--- src/rtl/noc_axilite_resp.sv ---
// noc_axilite_resp: turns NoC3 NC load/store memory acks into AXI-lite R/B beats.
// Optional: define NOC_AXILITE_RESP_DROP_CNT_EN to expose the drop_cnt counter.
module noc_axilite_resp #(
    parameter int AXI_LITE_DATA_WIDTH = 512
) (
    input  logic                           clk,
    input  logic                           rst,
    input  logic                           noc3_valid_in,
    input  logic [63:0]                    noc3_data_in,
    output logic                           noc3_ready_out,
    output logic [AXI_LITE_DATA_WIDTH-1:0] m_axi_rdata,
    output logic [1:0]                     m_axi_rresp,
    output logic                           m_axi_rvalid,
    input  logic                           m_axi_rready,
    output logic [1:0]                     m_axi_bresp,
    output logic                           m_axi_bvalid,
    input  logic                           m_axi_bready
`ifdef NOC_AXILITE_RESP_DROP_CNT_EN
    ,
    output logic [15:0]                    drop_cnt
`endif
);

    localparam logic [7:0] MSG_TYPE_NC_LOAD_MEM_ACK  = 8'd26;
    localparam logic [7:0] MSG_TYPE_NC_STORE_MEM_ACK = 8'd27;
    localparam int NOC_PAYLOAD_LEN =
        (AXI_LITE_DATA_WIDTH / 64 > 1) ? AXI_LITE_DATA_WIDTH / 64 : 1;
    localparam int BUF_W = NOC_PAYLOAD_LEN * 64;

    typedef enum logic [1:0] {HDR, DATA, DISCARD} state_t;

    state_t           state;
    logic [7:0]       cnt;
    logic [7:0]       len;
    logic             disc_store;
    logic [BUF_W-1:0] rbuf;

    logic [7:0] hdr_type;
    logic [7:0] hdr_len;
    logic       hdr_is_load;
    logic       hdr_is_store;
    logic       flit_acc;
    logic       last_flit;

    assign hdr_type     = noc3_data_in[29:22];
    assign hdr_len      = noc3_data_in[21:14];
    assign hdr_is_load  = noc3_valid_in && (hdr_type == MSG_TYPE_NC_LOAD_MEM_ACK);
    assign hdr_is_store = noc3_valid_in && (hdr_type == MSG_TYPE_NC_STORE_MEM_ACK);
    assign flit_acc     = noc3_valid_in && noc3_ready_out;
    assign last_flit    = (cnt == len - 8'd1);

    // Each ack type only waits on its own channel, so R and B never block each other.
    always_comb begin
        noc3_ready_out = 1'b0;
        if (!rst) begin
            unique case (state)
                HDR:     noc3_ready_out = !(hdr_is_load && m_axi_rvalid) &&
                                          !(hdr_is_store && m_axi_bvalid);
                DATA:    noc3_ready_out = 1'b1;
                DISCARD: noc3_ready_out = 1'b1;
                default: noc3_ready_out = 1'b0;
            endcase
        end
    end

    always_ff @(posedge clk) begin
        if (rst) begin
            state        <= HDR;
            cnt          <= 8'd0;
            len          <= 8'd0;
            disc_store   <= 1'b0;
            rbuf         <= '0;
            m_axi_rvalid <= 1'b0;
            m_axi_bvalid <= 1'b0;
        end else begin
            if (m_axi_rvalid && m_axi_rready) m_axi_rvalid <= 1'b0;
            if (m_axi_bvalid && m_axi_bready) m_axi_bvalid <= 1'b0;
            if (flit_acc) begin
                unique case (state)
                    HDR: begin
                        cnt        <= 8'd0;
                        len        <= hdr_len;
                        disc_store <= 1'b0;
                        unique case (1'b1)
                            hdr_type == MSG_TYPE_NC_LOAD_MEM_ACK: begin
                                rbuf <= '0;
                                if (hdr_len == 8'd0) m_axi_rvalid <= 1'b1;
                                else                 state        <= DATA;
                            end
                            hdr_type == MSG_TYPE_NC_STORE_MEM_ACK: begin
                                if (hdr_len == 8'd0) begin
                                    m_axi_bvalid <= 1'b1;
                                end else begin
                                    state      <= DISCARD;
                                    disc_store <= 1'b1;
                                end
                            end
                            default: begin
                                if (hdr_len != 8'd0) state <= DISCARD;
                            end
                        endcase
                    end
                    DATA: begin
                        for (int i = 0; i < NOC_PAYLOAD_LEN; i++) begin
                            if (cnt == 8'(i)) rbuf[64*i +: 64] <= noc3_data_in;
                        end
                        if (last_flit) begin
                            m_axi_rvalid <= 1'b1;
                            state        <= HDR;
                        end else begin
                            cnt <= cnt + 8'd1;
                        end
                    end
                    DISCARD: begin
                        if (last_flit) begin
                            state <= HDR;
                            if (disc_store) m_axi_bvalid <= 1'b1;
                        end else begin
                            cnt <= cnt + 8'd1;
                        end
                    end
                    default: state <= HDR;
                endcase
            end
        end
    end

`ifdef NOC_AXILITE_RESP_DROP_CNT_EN
    always_ff @(posedge clk) begin
        if (rst) begin
            drop_cnt <= 16'd0;
        end else if (flit_acc && state == HDR && !hdr_is_load && !hdr_is_store &&
                     drop_cnt != 16'hFFFF) begin
            drop_cnt <= drop_cnt + 16'd1;
        end
    end
`endif

    assign m_axi_rdata = rbuf[AXI_LITE_DATA_WIDTH-1:0];
    assign m_axi_rresp = 2'b00;
    assign m_axi_bresp = 2'b00;

endmodule

--- config.mk ---
export PLATFORM = sky130hd
export DESIGN_NAME = noc_axilite_resp
export DESIGN_NICKNAME = d
export VERILOG_FILES = /design/src/rtl/noc_axilite_resp.sv
export SDC_FILE = /design/constraint.sdc
export NUM_CORES = 1
export LEC_CHECK = 0
export BUFFER_PORTS_ARGS = -buffer_cell sky130_fd_sc_hd__buf_2
export CORE_AREA = 2 2 228 230
export CTS_BUF_LIST = sky130_fd_sc_hd__clkbuf_4
export CTS_CLUSTER_DIAMETER = 150
export DETAILED_ROUTE_END_ITERATION = 10
export DIE_AREA = 0 0 230 232
export GPL_ROUTABILITY_DRIVEN = 0
export HOLD_SLACK_MARGIN = 0.12
export PLACE_DENSITY = 0.59
export SYNTH_ARGS = -nofsm -noshare
export SYNTH_HDL_FRONTEND = slang
export SYNTH_SLANG_ARGS = --single-unit
--- constraint.sdc ---
create_clock -name clk -period 4.4 [get_ports clk]
set_input_delay 0.44 -clock clk [delete_from_list [all_inputs] [get_ports clk]]
set_output_delay 0.44 -clock clk [all_outputs]
set_load 0.02 [all_outputs]
# Word-level counts from Yosys, hierarchy flattened
# Index checks and enable logic that the tools add are counted.
# op_classes
n_div,0
add_sub_neg,2
n_reduce_logical,28
n_bitwise,0
eq_ne,26
n_mux,35
order_cmp,0
n_shift,0
n_mul,0
# ops
op,n
$pmux W512 S2,1
$mux W512,1
$mux W64,8
$eq A8 B3 Y1 const B,4
$reduce_and A4 Y1,8
$ne A2 B2 Y1 const B,10
$eq A8 B2 Y1 const B,2
$eq A8 B5 Y1 const B,2
$logic_not A8 Y1,2
$pmux W8 S2,1
$mux W1,14
$add A8 B1 Y8 const B,1
$eq A8 B1 Y1 const B,1
$eq A8 B8 Y1,1
$logic_and A1 B1 Y1,8
$mux W2,4
$mux W8,1
$pmux W2 S2,2
$reduce_bool A8 Y1,1
$sub A8 B1 Y8 const B,1
$ne A3 B3 Y1 const B,2
$pmux W1 S2,3
$reduce_and A5 Y1,1
$ne A4 B4 Y1 const B,1
other kinds (9),11
# totals
latchBits,0
input_bits,69
mem_count,0
elab_cells,105
ramBits,0
rom_bits,0
regBits,533

# Longest topological paths before layout
# depth
word_depth,9
ltp_mapped,10
depth_no_buf,8

# Least setup slack after synthesis
# OpenSTA, ideal clock, no wires.
# synth_timing
path_kind,flip-flop to flip-flop
from,reg state[0]
to,reg cnt[6]
required_time_ns,4.330
synth_period_minus_slack_ns,2.323
t_arrival_ns,2.253
setup_slack_ns,2.077
path_stages_with_launch,10
path_cell_list,dfxtp_1 inv_1 ha_1 nor2_1 nor4b_4 and2_1 buf_2 nand2_1 or4_1 a21oi_1
# synth_via
elab_chain_cells,6
elab_cells_between_ends,11
classes_between,3 x eq/ne; 3 x mux; 5 x reduce/logical
# synth_rtl
element,line,text
from (decl),32,state_t state;
from (signal assigned),68,state <= HDR;
from (signal assigned),88,else state <= DATA;
from (signal assigned),94,state <= DISCARD;
$eq A2 B2 Y1 or $eq A2 B1 Y1 (tied branches),"56, 79",
$reduce_or A2 Y1 (no line),-,
$pmux W1 S2,56,unique case (state)
$mux W1,55,if (!rst) begin
$logic_and A1 B1 Y1,49,assign flit_acc = noc3_valid_in && noc3_ready_out;
$reduce_and A3 Y1 (no line),-,
to (signal assigned),111,cnt <= cnt + 8'd1;
to (signal assigned),119,cnt <= cnt + 8'd1;
to (decl),33,logic [7:0] cnt;
# Parallel ways exist; a longest one is shown, timed or not.
# A chain may end at the register's enable or synchronous reset.

# Worst setup path in the final report
# layout_timing
from,reg state[0]
to,reg m_axi_rvalid
# layout_via
elab_chain_cells,6
elab_cells_between_ends,9
classes_between,2 x eq/ne; 4 x mux; 3 x reduce/logical
# layout_rtl
element,line,text
$eq A2 B2 Y1 or $eq A2 B1 Y1 (tied branches),"56, 79",
$reduce_or A2 Y1 (no line),-,
$pmux W1 S2,56,
$mux W1,55,
$logic_and A1 B1 Y1,49,
$mux W1 *,78,if (flit_acc) begin
to (signal assigned),73,m_axi_rvalid <= 1'b0;
to (signal assigned),76,if (m_axi_rvalid && m_axi_rready) m_axi_rvalid <= 1'b0;
to (signal assigned),87,if (hdr_len == 8'd0) m_axi_rvalid <= 1'b1;
to (decl),13,"output logic m_axi_rvalid,"
# Mark *: on every way between the ends. The rest lies on a longest branch, timed or not.

==> impl_metrics.env <==
export IMPL_stdcell_count=3912
export IMPL_rows=83
export IMPL_hold_violations=0
export IMPL_cp_arrival_ns=4.00
export IMPL_drt_pass1_iterations=6
export IMPL_grt_usage_pct=24.7
export IMPL_syn_avg_cell_area_sq_um=7.84
export IMPL_core_sq_mm=0.0509
export IMPL_slowest_stage="or4_4"
export IMPL_worstHoldStart="noc3_data_in[28]"
export IMPL_clockBufferDepth=3
export IMPL_synth_area_leaders="dfxtp_1, nor2_1, a21oi_1, buf_4, buf_2"
export IMPL_clock_sinks=533
export IMPL_pin_count=588
export IMPL_wirelength_mm=67.9
export IMPL_drv_slew=0
export IMPL_whs_path_depth=5
export IMPL_cts_max_level=4
export IMPL_io_buffers=583
export IMPL_ys_seq_area_share_pct=54.7
export IMPL_grt_pass1_vias=18100
export IMPL_endpoint_kind="flip-flop"
export IMPL_path_max_fanout=13
export IMPL_drive_gt1_share_pct=26.4
export IMPL_drt_iter0_drc=1302
export IMPL_dieArea_sq_mm=0.0534
export IMPL_dp_cells=3581
export IMPL_reg2regPathDepth=7
export IMPL_clk_pin_slew_ns=0.07
export IMPL_initial_utilization_pct=38.3
export IMPL_viasPerCell=4.96
export IMPL_synth_seq_cells=533
export IMPL_status="finished, final reports clean"
export IMPL_synth_top_cell_by_area="dfxtp_1"
export IMPL_fp_dieH_um=232
export IMPL_wl_met2_mm=31.7
export IMPL_clock_latency_ns=0.95
export IMPL_grt_overflow_total=0
export IMPL_met1_length_mm=27.4
export IMPL_nets=3207
export IMPL_worst_slew_pin_slew_ns=1.03
export IMPL_p_leak_nw=11.1
export IMPL_ant_nets=0
export IMPL_grt_pass1_wl_mm=102
export IMPL_syn_to_final_growth_pct=29.4
export IMPL_antenna_found_initial=2
export IMPL_powerDensity_mw_per_mm2=383
export IMPL_finalSetupTns_ns=0
export IMPL_drc=0
export IMPL_setup_viol=0
export IMPL_startpoint="state[0]"
export IMPL_whs_ns=0.286
export IMPL_postCtsResizedCells=0
export IMPL_hold_path_class="in -> reg"
export IMPL_max_stage_delay_ns=0.66
export IMPL_timing_fmax_mhz=312
export IMPL_cts_inserted_buffers=148
export IMPL_max_cap_violations=0
export IMPL_highest_layer="met4"
export IMPL_synth_cells=2485
export IMPL_rsz0062_at_grt="no"
export IMPL_reg2reg_slack_ns=1.20
export IMPL_required_ns=5.20
export IMPL_grt_max_degree=193
export IMPL_syn_area_sq_mm=0.0195
export IMPL_synth_cell_types=51
export IMPL_crit_chain="inv_1 -> ha_1 -> or4_4 -> a41oi_1 -> dlygate4sd3_1 -> a21oi_1 -> dlygate4sd3_1"
export IMPL_via_count=19400
export IMPL_slew_headroom_pct=30.9
export IMPL_min_period_over_period_pct=72.8
export IMPL_rr_endpoint="m_axi_rvalid"
export IMPL_min_to="m_axi_rdata[92]"
export IMPL_finalCriticalPeriod_ns=3.20
export IMPL_irDropWorstVdd_mv=0.237
export IMPL_ys_warn_count=0
export IMPL_place_hpwl_mm=44.5
export IMPL_critPathKind="reg -> reg"
export IMPL_crit_top_cell="dlygate4sd3_1"
export IMPL_cp_start_kind="flip-flop"
export IMPL_routed_wl_met3_mm=6.26
export IMPL_cts_tree="done"
export IMPL_fin_skew_ns=0.0501
export IMPL_cts_root_buf="clkbuf_4"
export IMPL_wl_per_cell_um=17.4
export IMPL_die_w_um=230
export IMPL_timing_rr_start="state[0]"
export IMPL_synth_top_area_share_pct=54.7
through the flow:
stage	instance area, sq um	power (mW)	setup slack (ns)	utilization [%]
floorplan	19500	5.07	2.08	-
global placement	22600	5.13	1.52	44.3
detailed placement	22600	5.14	1.48	44.3
CTS	25200	9.80	1.27	49.6
global route	25200	10.1	1.12	49.6
finish	25200	9.65	1.20	49.6
worst max-delay path by stage:
stage	endpoint	depth (start not counted)
2_1_floorplan	cnt[6]	9
3_3_place_gp	cnt[3]	7
3_5_place_dp	cnt[3]	7
4_1_cts	m_axi_rvalid	7
5_1_grt	m_axi_rvalid	7
6_report	m_axi_rvalid	7
layout by cell type, fill, tap and decap left out, types with 4 or more instances in the layout:
master / synthesis / routed
a21oi_1: 522 / 522
buf_12: 0 / 8
buf_2: 65 / 582
buf_4: 53 / 12
bufinv_16: 0 / 4
clkbuf_4: 0 / 217
clkinv_1: 0 / 18
clkinv_2: 0 / 4
clkinvlp_4: 0 / 4
conb_1: 1 / 4
dfxtp_1: 533 / 533
dlygate4sd3_1: 0 / 78
ha_1: 9 / 8
inv_1: 13 / 13
mux2i_1: 10 / 10
nand2_1: 72 / 72
nand2b_1: 4 / 4
nand4_1: 11 / 11
nor2_1: 1041 / 1041
nor3_1: 8 / 8
o21ai_0: 4 / 4
o21ai_1: 4 / 4
o41ai_2: 8 / 8
or3_1: 6 / 6
or4_1: 6 / 6
xnor2_1: 4 / 4
worst max-delay path, delay by kind of cell (launching register included):
family,cells,cell delay [ns]
buffers and inverters,3,1.29
and+or+nand+nor,1,0.66
DFF,1,0.42
adders and majority gates,1,0.40
AOI/OAI and AO/OA,2,0.27
flip-flops by register name (all words and copies together) (netlist names):
register,count
m_axi_rdata,512
m_axi_rvalid,1
cnt,8
state,2
m_axi_bvalid,1
len,8
disc_store,1
power by group:
| group | leakage (nW) | internal [mW] | switching (mW) |
|---|---|---|---|
| sequential | 4.29 | 4.83 | 0.00759 |
| clock | 1.12 | 2.48 | 2.09 |
| combinational | 5.74 | 0.0962 | 0.147 |
cell families after synthesis:
kind of cell,count (synthesis),synth area share (%)
compound gates,554,14.9
xor+xnor,8,0.430
fa+ha+maj,9,0.578
buf+inv,203,5.35
flops,533,54.7
mux,10,0.514
other cells,1,0.0192
simple gates,1167,23.4
timing repair:
action | 4_1_cts | 5_1_grt
hold endpoints to repair | 518 | 0
hold buffers | 78 | 0
buffers inserted | 0 | 0
cell type report:
class                   count  area, sq um
well taps                 680          851
repair buffers            681         3960
diodes                      2         5.00
clock inverters            34          263
multi-input cells        1752         7800
clock buffers             217         1630
flip-flops and latches    533        10700
inverters                  13         48.8
fillers                  5050        25700
cell usage after synthesis (all sizes together):
library cell  count
nand3             1
xnor3             1
a21oi           522
nand2b            4
a32oi             1
a31oi             3
and4              1
conb              1
nand3b            3
nor4b             2
a211oi            2
o21ai             8
o41ai             9
clkbuf           71
or2               1
mux2i            10
a32o              1
nor3              8
and3              1
xor2              3
nand4            11
nand2            72
or4               7
ha                9
dfxtp           533
inv              13
o31ai             1
nor2           1041
nor4bb            1
nand4bb           1
o2bb2ai           1
nor4              2
a2111oi           1
xnor2             4
a41oi             1
nand4b            1
o21bai            1
or3b              2
o211ai            3
or3               6
buf             119
nor2b             1
and2              1
layer usage:
| layer | vias up | track usage [%] |
|---|---|---|
| met2 | 819 | 39.8 |
| met4 | 0 | 12.1 |
| met3 | 158 | 9.07 |
| li1 | 9424 | - |
| met5 | - | 0 |
| met1 | 9010 | 28.9 |
Note: power is estimated with default switching activity, not from simulation.
